## config.mk

```make
export PLATFORM = sky130hd
export DESIGN_NAME = imm_field_decoder
export DESIGN_NICKNAME = d
export VERILOG_FILES = /design/src/rtl/imm_field_decoder.sv
export SDC_FILE = /design/constraint.sdc
export NUM_CORES = 1
export LEC_CHECK = 0
export ABC_AREA = 1
export CAP_MARGIN = 20
export CORE_MARGIN = 4
export CORE_UTILIZATION = 35
export CTS_BUF_LIST = sky130_fd_sc_hd__clkbuf_4 sky130_fd_sc_hd__clkbuf_8
export DETAILED_ROUTE_END_ITERATION = 8
export PLACE_DENSITY = 0.69
export SYNTH_ARGS = -nofsm -noshare
export SYNTH_HDL_FRONTEND = slang
export SYNTH_SLANG_ARGS = --single-unit
```

## constraint.sdc

```tcl
create_clock -name clk -period 1.2 [get_ports clk]
set_input_delay 0.24 -clock clk [delete_from_list [all_inputs] [get_ports clk]]
set_output_delay 0.24 -clock clk [all_outputs]
set_load 0.01 [all_outputs]
```

## src/rtl/imm_field_decoder.sv

```systemverilog
// Decode-stage immediate-field decoder: registers extend[10:0], imm_sel, PC+2 and flags behind a ready/valid stage.
// Define IMM_DEC_SKID_BUF_EN for a two-entry skid buffer with a registered in_ready; default is a single entry.
module imm_field_decoder #(
  parameter int PC_W = 16
) (
  input  logic            clk,
  input  logic            rst_n,
  input  logic            in_valid,
  output logic            in_ready,
  input  logic [15:0]     instr,
  input  logic [PC_W-1:0] pc2_in,
  input  logic            flush,
  output logic            out_valid,
  input  logic            out_ready,
  output logic [10:0]     extend,
  output logic [2:0]      imm_sel,
  output logic [PC_W-1:0] pc2_out,
  output logic            has_imm,
  output logic            illegal
);

  // Handshake: a transfer happens on a rising edge where valid and ready are both 1.
  // Payload layout: {has_imm, illegal, imm_sel, pc2, extend}.
  localparam int PW = 2 + 3 + PC_W + 11;

  logic [4:0]    opcode;
  logic [2:0]    dec_sel;
  logic          dec_has;
  logic          dec_ill;
  logic [PW-1:0] new_pay;
  logic [PW-1:0] head_pay;

  assign opcode = instr[15:11];

  always_comb begin
    dec_sel = 3'b000;
    dec_has = 1'b1;
    dec_ill = 1'b0;
    case (opcode)
      5'b01000, 5'b01001, 5'b10000, 5'b10001, 5'b10011: dec_sel = 3'b000;
      5'b01010, 5'b01011, 5'b10100, 5'b10101,
      5'b10110, 5'b10111:                               dec_sel = 3'b001;
      5'b01100, 5'b01101, 5'b01110, 5'b01111,
      5'b11000, 5'b10010, 5'b00101:                     dec_sel = 3'b010;
      5'b00100:                                         dec_sel = 3'b011;
      5'b00110, 5'b00111:                               dec_sel = 3'b100;
      5'b00000, 5'b00001, 5'b00010, 5'b00011,
      5'b11001, 5'b11010, 5'b11011, 5'b11100,
      5'b11101, 5'b11110, 5'b11111:                     dec_has = 1'b0;
      default: begin
        dec_has = 1'b0;
        dec_ill = 1'b1;
      end
    endcase
  end

  assign new_pay = {dec_has, dec_ill, dec_sel, pc2_in, instr[10:0]};

`ifdef IMM_DEC_SKID_BUF_EN
  // Two-entry FIFO; e0 is always the head presented downstream.
  logic [1:0]    count_q, count_d;
  logic [PW-1:0] e0_q, e0_d;
  logic [PW-1:0] e1_q, e1_d;
  logic          in_ready_q, in_ready_d;
  logic          push;
  logic          pop;

  assign push = in_valid & in_ready_q & ~flush;
  assign pop  = (count_q != 2'd0) & out_ready;

  always_comb begin
    count_d = count_q;
    e0_d    = e0_q;
    e1_d    = e1_q;
    case ({push, pop})
      2'b10: begin
        if (count_q == 2'd0) e0_d = new_pay;
        else                 e1_d = new_pay;
        count_d = count_q + 2'd1;
      end
      2'b01: begin
        e0_d    = e1_q;
        count_d = count_q - 2'd1;
      end
      2'b11: begin
        if (count_q == 2'd1) begin
          e0_d = new_pay;
        end else begin
          e0_d = e1_q;
          e1_d = new_pay;
        end
      end
      default: ;
    endcase
    if (flush) count_d = 2'd0;
    in_ready_d = (count_d != 2'd2);
  end

  always_ff @(posedge clk or negedge rst_n) begin
    if (!rst_n) begin
      count_q    <= 2'd0;
      e0_q       <= '0;
      e1_q       <= '0;
      in_ready_q <= 1'b1;
    end else begin
      count_q    <= count_d;
      e0_q       <= e0_d;
      e1_q       <= e1_d;
      in_ready_q <= in_ready_d;
    end
  end

  assign in_ready  = in_ready_q;
  assign out_valid = (count_q != 2'd0);
  assign head_pay  = e0_q;
`else
  logic          valid_q, valid_d;
  logic [PW-1:0] pay_q, pay_d;
  logic          accept;

  // A full entry can be replaced in the same cycle it drains, so there is no bubble.
  assign in_ready = ~valid_q | out_ready;
  assign accept   = in_valid & in_ready & ~flush;

  always_comb begin
    valid_d = valid_q;
    pay_d   = pay_q;
    if (accept) begin
      valid_d = 1'b1;
      pay_d   = new_pay;
    end else if (out_ready) begin
      valid_d = 1'b0;
    end
    if (flush) valid_d = 1'b0;
  end

  always_ff @(posedge clk or negedge rst_n) begin
    if (!rst_n) begin
      valid_q <= 1'b0;
      pay_q   <= '0;
    end else begin
      valid_q <= valid_d;
      pay_q   <= pay_d;
    end
  end

  assign out_valid = valid_q;
  assign head_pay  = pay_q;
`endif

  assign {has_imm, illegal, imm_sel, pc2_out, extend} = head_pay;

endmodule

```

==> run summary, run 1 <==
Met1 Routed Length = 1367 um
clock slew at reported path FFs = 60 ps
Detailed Place HPWL = 2308 um
Final Hold Viols = 0
wire length on met3 = 334 um
initial antenna violation count = 0
die width = 71.45 um
CP Data Arrival Time = 960 ps
drt via density = 4.323
pin count of the biggest net entering global routing = 33
Startpoint Class = register
met2 wire length = 1551 um
Most used DFF post-synth = dfrtp_1
Clock Latency Late Sink = 270 ps
fmax = 836.6 MHz
status = complete, no violations
crit-path max FO = 2
final std cells w/o fill = 297
Worst path max stage delay = 390 ps
top post-synthesis cells by count = 91 x nand2_1, 32 x dfrtp_1, 9 x nor2_1
CP Class = register to output port
TritonCTS clock tree = built
Syn-to-layout area delta = 76.20%
Finish-stage setup viols = 0
Die ar. = 5104 sq um
Core Area = 3771 sq um
Min Hold Slack = 340.3 ps
gr usage total = 13.10%
first-pass GRT wire length = 5278 um
crit share post-route = 99.61%
area leader, netlist = dfrtp_1
Synth area leaders = dfrtp_1 57%, nand2_1 24%, buf_6 4.8%
sequence of cells on the critical path = dlygate4sd2_1
Syn Nets = 202
PD cells = 1271 nW/um^2
DRC violations left = 0
# rows = 22
worst vdd ir = 0.0007796 V
nets = 285
Hold Crit Class = input port to asynchronous set/reset pin
mapped cell area = 1409 sq um
Finished Cell Area = 2482 sq um
routed length per instance = 11.04 um
Chip Height = 71.45 um
number of synthesized flops with an enable pin = 0
CP endpoint kind = output port
CP Buf/Inv Count = 1
Post-Place Cells = 283
min Tclk post-route = 1195 ps
Worst Path Required = 960 ps
Mapped Avg Cell Area = 8.538 sq um
leakage power figure = 1.251 nW
clk sinks = 32
pre-CTS WS = -402.7 ps
Num CTS Buffers = 5
Hold Buf Count CTS = 0
grt total ovfl = 0
fin. max-slew vios = 0
1st-iter DRT viols = 55
number of global-route vias before repair = 1150
post-synth top area share = 56.84%
DRT antenna net count = 0
sequential share of the synthesized area = 56.84%
Distinct cells, synth = 17
flop-to-flop setup slack = 20 ps
Fill cells = 323
Bufs on Longest Clock Path = 2
worst setup margin = 4.724 ps
Util after Layout = 65.83%
initial core utilization = 37.36%
routability cong. = 0.8826
Slowest-stage cell, CP = dfrtp_1
uppermost layer routed = met4
CTS root buffer = clkbuf_8
antenna cells = 0
WL final = 3278 um
Final TNS setup = 0 ps
Port Buf Inserts = 69
cell family with the largest share of critical-path delay = flip-flops
# IOs = 71
cell with the most instances after synthesis = nand2_1
clk_skew = 2.555 ps
post-synthesis async set-or-reset flop share = 100.0%
Gate Count Post-Synth = 165
via count = 1284
layout cells sized above 1 = 23.69%
Synth Register Bits = 32
H-tree depth = 2
max_cap viols = 0
Ys Warns = 0
Tot Pwr = 3.156 mW
Cell Area, Placed = 2182 sq um
total iterations of the first detailed-routing run = 3
RSZ-0062 raised after global routing = true
==> power breakdown <==
| part | total (mW) | internal [mW] | switching (mW) | leakage, nW |
|---|---|---|---|---|
| clock | 1.00 | 0.638 | 0.362 | 0.0586 |
| combinational | 0.833 | 0.457 | 0.376 | 0.796 |
| sequential | 1.32 | 1.24 | 0.0828 | 0.396 |
==> kinds of logic (layout without fill, tap and decap cells) <==
kind of cell    Yosys count  in the layout  synth area share (%)
simple gates            115            115                 34.28
other cells               1              1                0.2662
buf+inv                  15             99                 7.638
compound gates            2              2                0.9767
flops                    32             32                 56.84
==> per-layer routing <==
| layer | global-route usage, % | vias up |
|---|---|---|
| met5 | 0 | - |
| met4 | 3.758 | 0 |
| met3 | 5.750 | 5 |
| met2 | 19.59 | 48 |
| met1 | 17.23 | 570 |
| li1 | - | 661 |
==> cell type report <==
cell class	instances	area (sq um)	share of cell area (%)
Sequential cell	32	800.8	32.26
Clock inverter	2	35.03	1.411
Clock buffer	6	76.32	3.075
Inverter	8	42.54	1.714
Tap cell	48	60.06	2.419
Multi-Input combinational cell	118	580.6	23.39
Timing Repair Buffer	83	887.1	35.74
==> worst paths after layout <==
check                                 start            to  cells past startpoint
min in group clk                head_pay[1]   head_pay[1]                      2
worst max register to register    out_valid   head_pay[2]                      8
worst min register to register  head_pay[1]   head_pay[1]                      2
worst max-delay path              out_valid     out_valid                      1
max in group asynchronous             rst_n   head_pay[2]                      2
worst min-delay path                  rst_n  head_pay[25]                      2
==> cells in the final DEF, fill, tap and decap left out, drive strengths merged <==
master         count
inv                8
conb               1
o21ai              2
clkbuf             6
bufinv             1
clkinv             1
nand3              8
clkdlybuf4s50     35
nand2             93
dfrtp             32
nor2              14
clkdlybuf4s15     27
dlygate4sd2        6
buf               15
==> state kept, by name (all words and copies together), names as in the netlist <==
register / flops
head_pay: 31
out_valid: 1
==> repair_timing <==
action	4_1_cts	5_1_grt
resized for setup	50	51
setup buffers	3	1
gates cloned	2	0
pin swaps	3	23
endpoints found under the setup margin	62	55
Note: power is estimated with default switching activity, not from simulation.
==> run 2, diff against run 1 <==
- ABC_AREA: 1 -> 0
- PLACE_DENSITY: 0.69 -> 0.68
==> run summary, run 2 <==
worst vdd ir = 0.0006756 V (-13%)
# IOs = 71 (unchanged)
Startpoint Class = register
Core Area = 4029 sq um (+6.8%)
initial core utilization = 36.58% (-0.78 points)
sequential share of the synthesized area = 54.33% (-2.5 points)
CTS root buffer = clkbuf_8
initial antenna violation count = 0 (unchanged)
Util after Layout = 59.91% (-5.9 points)
Final Hold Viols = 0 (unchanged)
number of flip-flops in the largest register = 31 (unchanged)
RSZ-0062 raised after global routing = true
clk_skew = 1.406 ps (-1.150 ps)
post-synthesis async set-or-reset flop share = 100.0% (unchanged)
# rows = 23 (+4.5%)
PD cells = 1310 nW/um^2 (+3.0%)
leakage power figure = 1.121 nW (-10%)
top post-synthesis cells by count = 32 x dfrtp_1, 29 x mux2_4, 3 x a31oi_1, 3 x buf_12, 3 x inv_1
Detailed Place HPWL = 2459 um (+6.5%)
DRC violations left = 0 (unchanged)
antenna cells = 0 (unchanged)
drt via density = 4.607 (+6.6%)
Port Buf Inserts = 69 (unchanged)
min Tclk post-route = 1316 ps (+121.1 ps)
Die ar. = 5314 sq um (+4.1%)
crit share post-route = 109.7% (+10 points)
clk sinks = 32 (unchanged)
worst setup margin = -116.4 ps (-121.1 ps)
grt total ovfl = 0 (unchanged)
first-pass GRT wire length = 5319 um (+0.78%)
pin count of the biggest net entering global routing = 33 (unchanged)
CP endpoint kind = register
number of global-route vias before repair = 1104 (-4.0%)
cell family with the largest share of critical-path delay = flip-flops
TritonCTS clock tree = built
Worst path max stage delay = 400 ps (about the same)
routed length per instance = 15.06 um (+36%)
Chip Height = 72.90 um (+2.0%)
failing checks = setup timing
Syn-to-layout area delta = 63.75%
nets = 210 (-26%)
max_cap viols = 0 (unchanged)
Num CTS Buffers = 5 (unchanged)
DRT antenna net count = 0 (unchanged)
CP Data Arrival Time = 1470 ps (+510 ps)
Worst Path Required = 1350 ps (+390 ps)
die width = 72.90 um (+2.0%)
status = finished, violations left
Synth area leaders = dfrtp_1 54%, mux2_4 30%, buf_12 4.1%
via count = 1032 (-20%)
crit-path max FO = 14 (+12)
total iterations of the first detailed-routing run = 3 (unchanged)
most common cell after layout, fill and taps aside = dfrtp_1
area leader, netlist = dfrtp_1
sequence of cells on the critical path = nand2b_4 > and3_4 > buf_12 > mux2_4
Min Hold Slack = 329.8 ps (-10.51 ps)
routability cong. = 0.7980 (-9.6%)
1st-iter DRT viols = 54 (-1.8%)
Final TNS setup = -3245 ps (-3245 ps)
Most used DFF post-synth = dfrtp_1
Synth Register Bits = 32 (unchanged)
Clock Latency Late Sink = 270 ps (about the same)
H-tree depth = 2 (unchanged)
number of synthesized flops with an enable pin = 0 (unchanged)
Hold Crit Class = input port to asynchronous set/reset pin
fmax = 759.7 MHz (-9.2%)
Ys Warns = 0 (unchanged)
Syn Nets = 126 (-38%)
CP Buf/Inv Count = 1 (unchanged)
clock slew at reported path FFs = 60 ps (about the same)
WL final = 3373 um (+2.9%)
fin. max-slew vios = 0 (unchanged)
Gate Count Post-Synth = 89 (-46%)
Fill cells = 326 (+0.93%)
post-synth top area share = 54.33% (-2.5 points)
Distinct cells, synth = 22 (+5)
cell with the most instances after synthesis = dfrtp_1
Bufs on Longest Clock Path = 2 (unchanged)
Mapped Avg Cell Area = 16.56 sq um (+94%)
CP Class = register to register
gr usage total = 13.18% (+0.077 points)
Slowest-stage cell, CP = dfrtp_1
leading cell types in the layout, fill and taps excluded = 32 x dfrtp_1, 31 x clkdlybuf4s50_1, 30 x mux2_4, 29 x clkdlybuf4s15_1, 9 x buf_4
layout cells sized above 1 = 31.61% (+7.9 points)
mapped cell area = 1474 sq um (+4.6%)
Finish-stage setup viols = 31 (+31)
-- run 2: worst paths after layout --
path,startpoint,slack (ps),cells after the start,end
setup / recovery,out_valid,-120,4,head_pay[26]
hold / removal,rst_n,330,2,head_pay[14]
setup reg to reg,out_valid,-120,4,head_pay[26]
hold reg to reg,head_pay[3],510,1,head_pay[3]
max in group asynchronous,rst_n,700,2,head_pay[7]
min in group clk,in_valid,380,3,out_valid
-- run 2: cell type report --
cell class / instances / area [sq um] / area share [%]
multi-input combinational: 49 / 598.1 / 24.78
timing repair buffer: 82 / 843.3 / 34.94
clock buffer: 8 / 97.59 / 4.044
sequential: 32 / 800.8 / 33.18
inverter: 3 / 11.26 / 0.4666
tap: 50 / 62.56 / 2.592
-- run 2: per-stage QoR --
| stage | power, mW | setup WS, ps | cells | cell area (sq um) |
|---|---|---|---|---|
| 6_report | 3.161 | -116.4 | 224 | 2414 |
| 5_1_grt | 3.325 | -171.0 | 224 | 2414 |
| 4_1_cts | 3.147 | -129.9 | 219 | 2317 |
| 3_5_place_dp | 2.367 | -466.5 | 210 | 2238 |
| 3_3_place_gp | 2.353 | -449.4 | 210 | 2238 |
| 2_1_floorplan | 1.797 | -172.9 | 89 | 1474 |
-- run 2: timing repair --
| action | CTS | global route |
|---|---|---|
| gates cloned | 0 | 1 |
| setup endpoints to repair | 64 | 55 |
| setup buffers | 1 | 4 |
| hold buffers | 0 | 0 |
| gates resized for setup | 43 | 27 |
-- run 2: report_power, final --
group,internal (mW),switching (mW)
clock,0.512,0.352
sequential,1.26,0.104
combinational,0.619,0.317
total,2.39,0.773
-- run 2: cell families after synthesis --
logic type / after synthesis / synth area share (%)
other: 1 / 0.2544
AOI/OAI and AO/OA: 9 / 4.160
and+or+nand+nor: 9 / 4.839
muxes: 30 / 30.31
DFF: 32 / 54.33
buffers and inverters: 8 / 6.112
-- run 2: per-layer routing --
metal	routed length [um]	share of wire [%]	global-route usage, %
met1	1437	43	16.29
met3	235	7.0	5.096
met5	0	0	0
met2	1644	49	20.74
met4	56	1.7	5.123
==> run 3, diff against run 2 <==
- GPL_ROUTABILITY_DRIVEN: not set -> 0
==> results of run 3 <==
The final DEF is identical to that of run 2; final timing and power are the same.
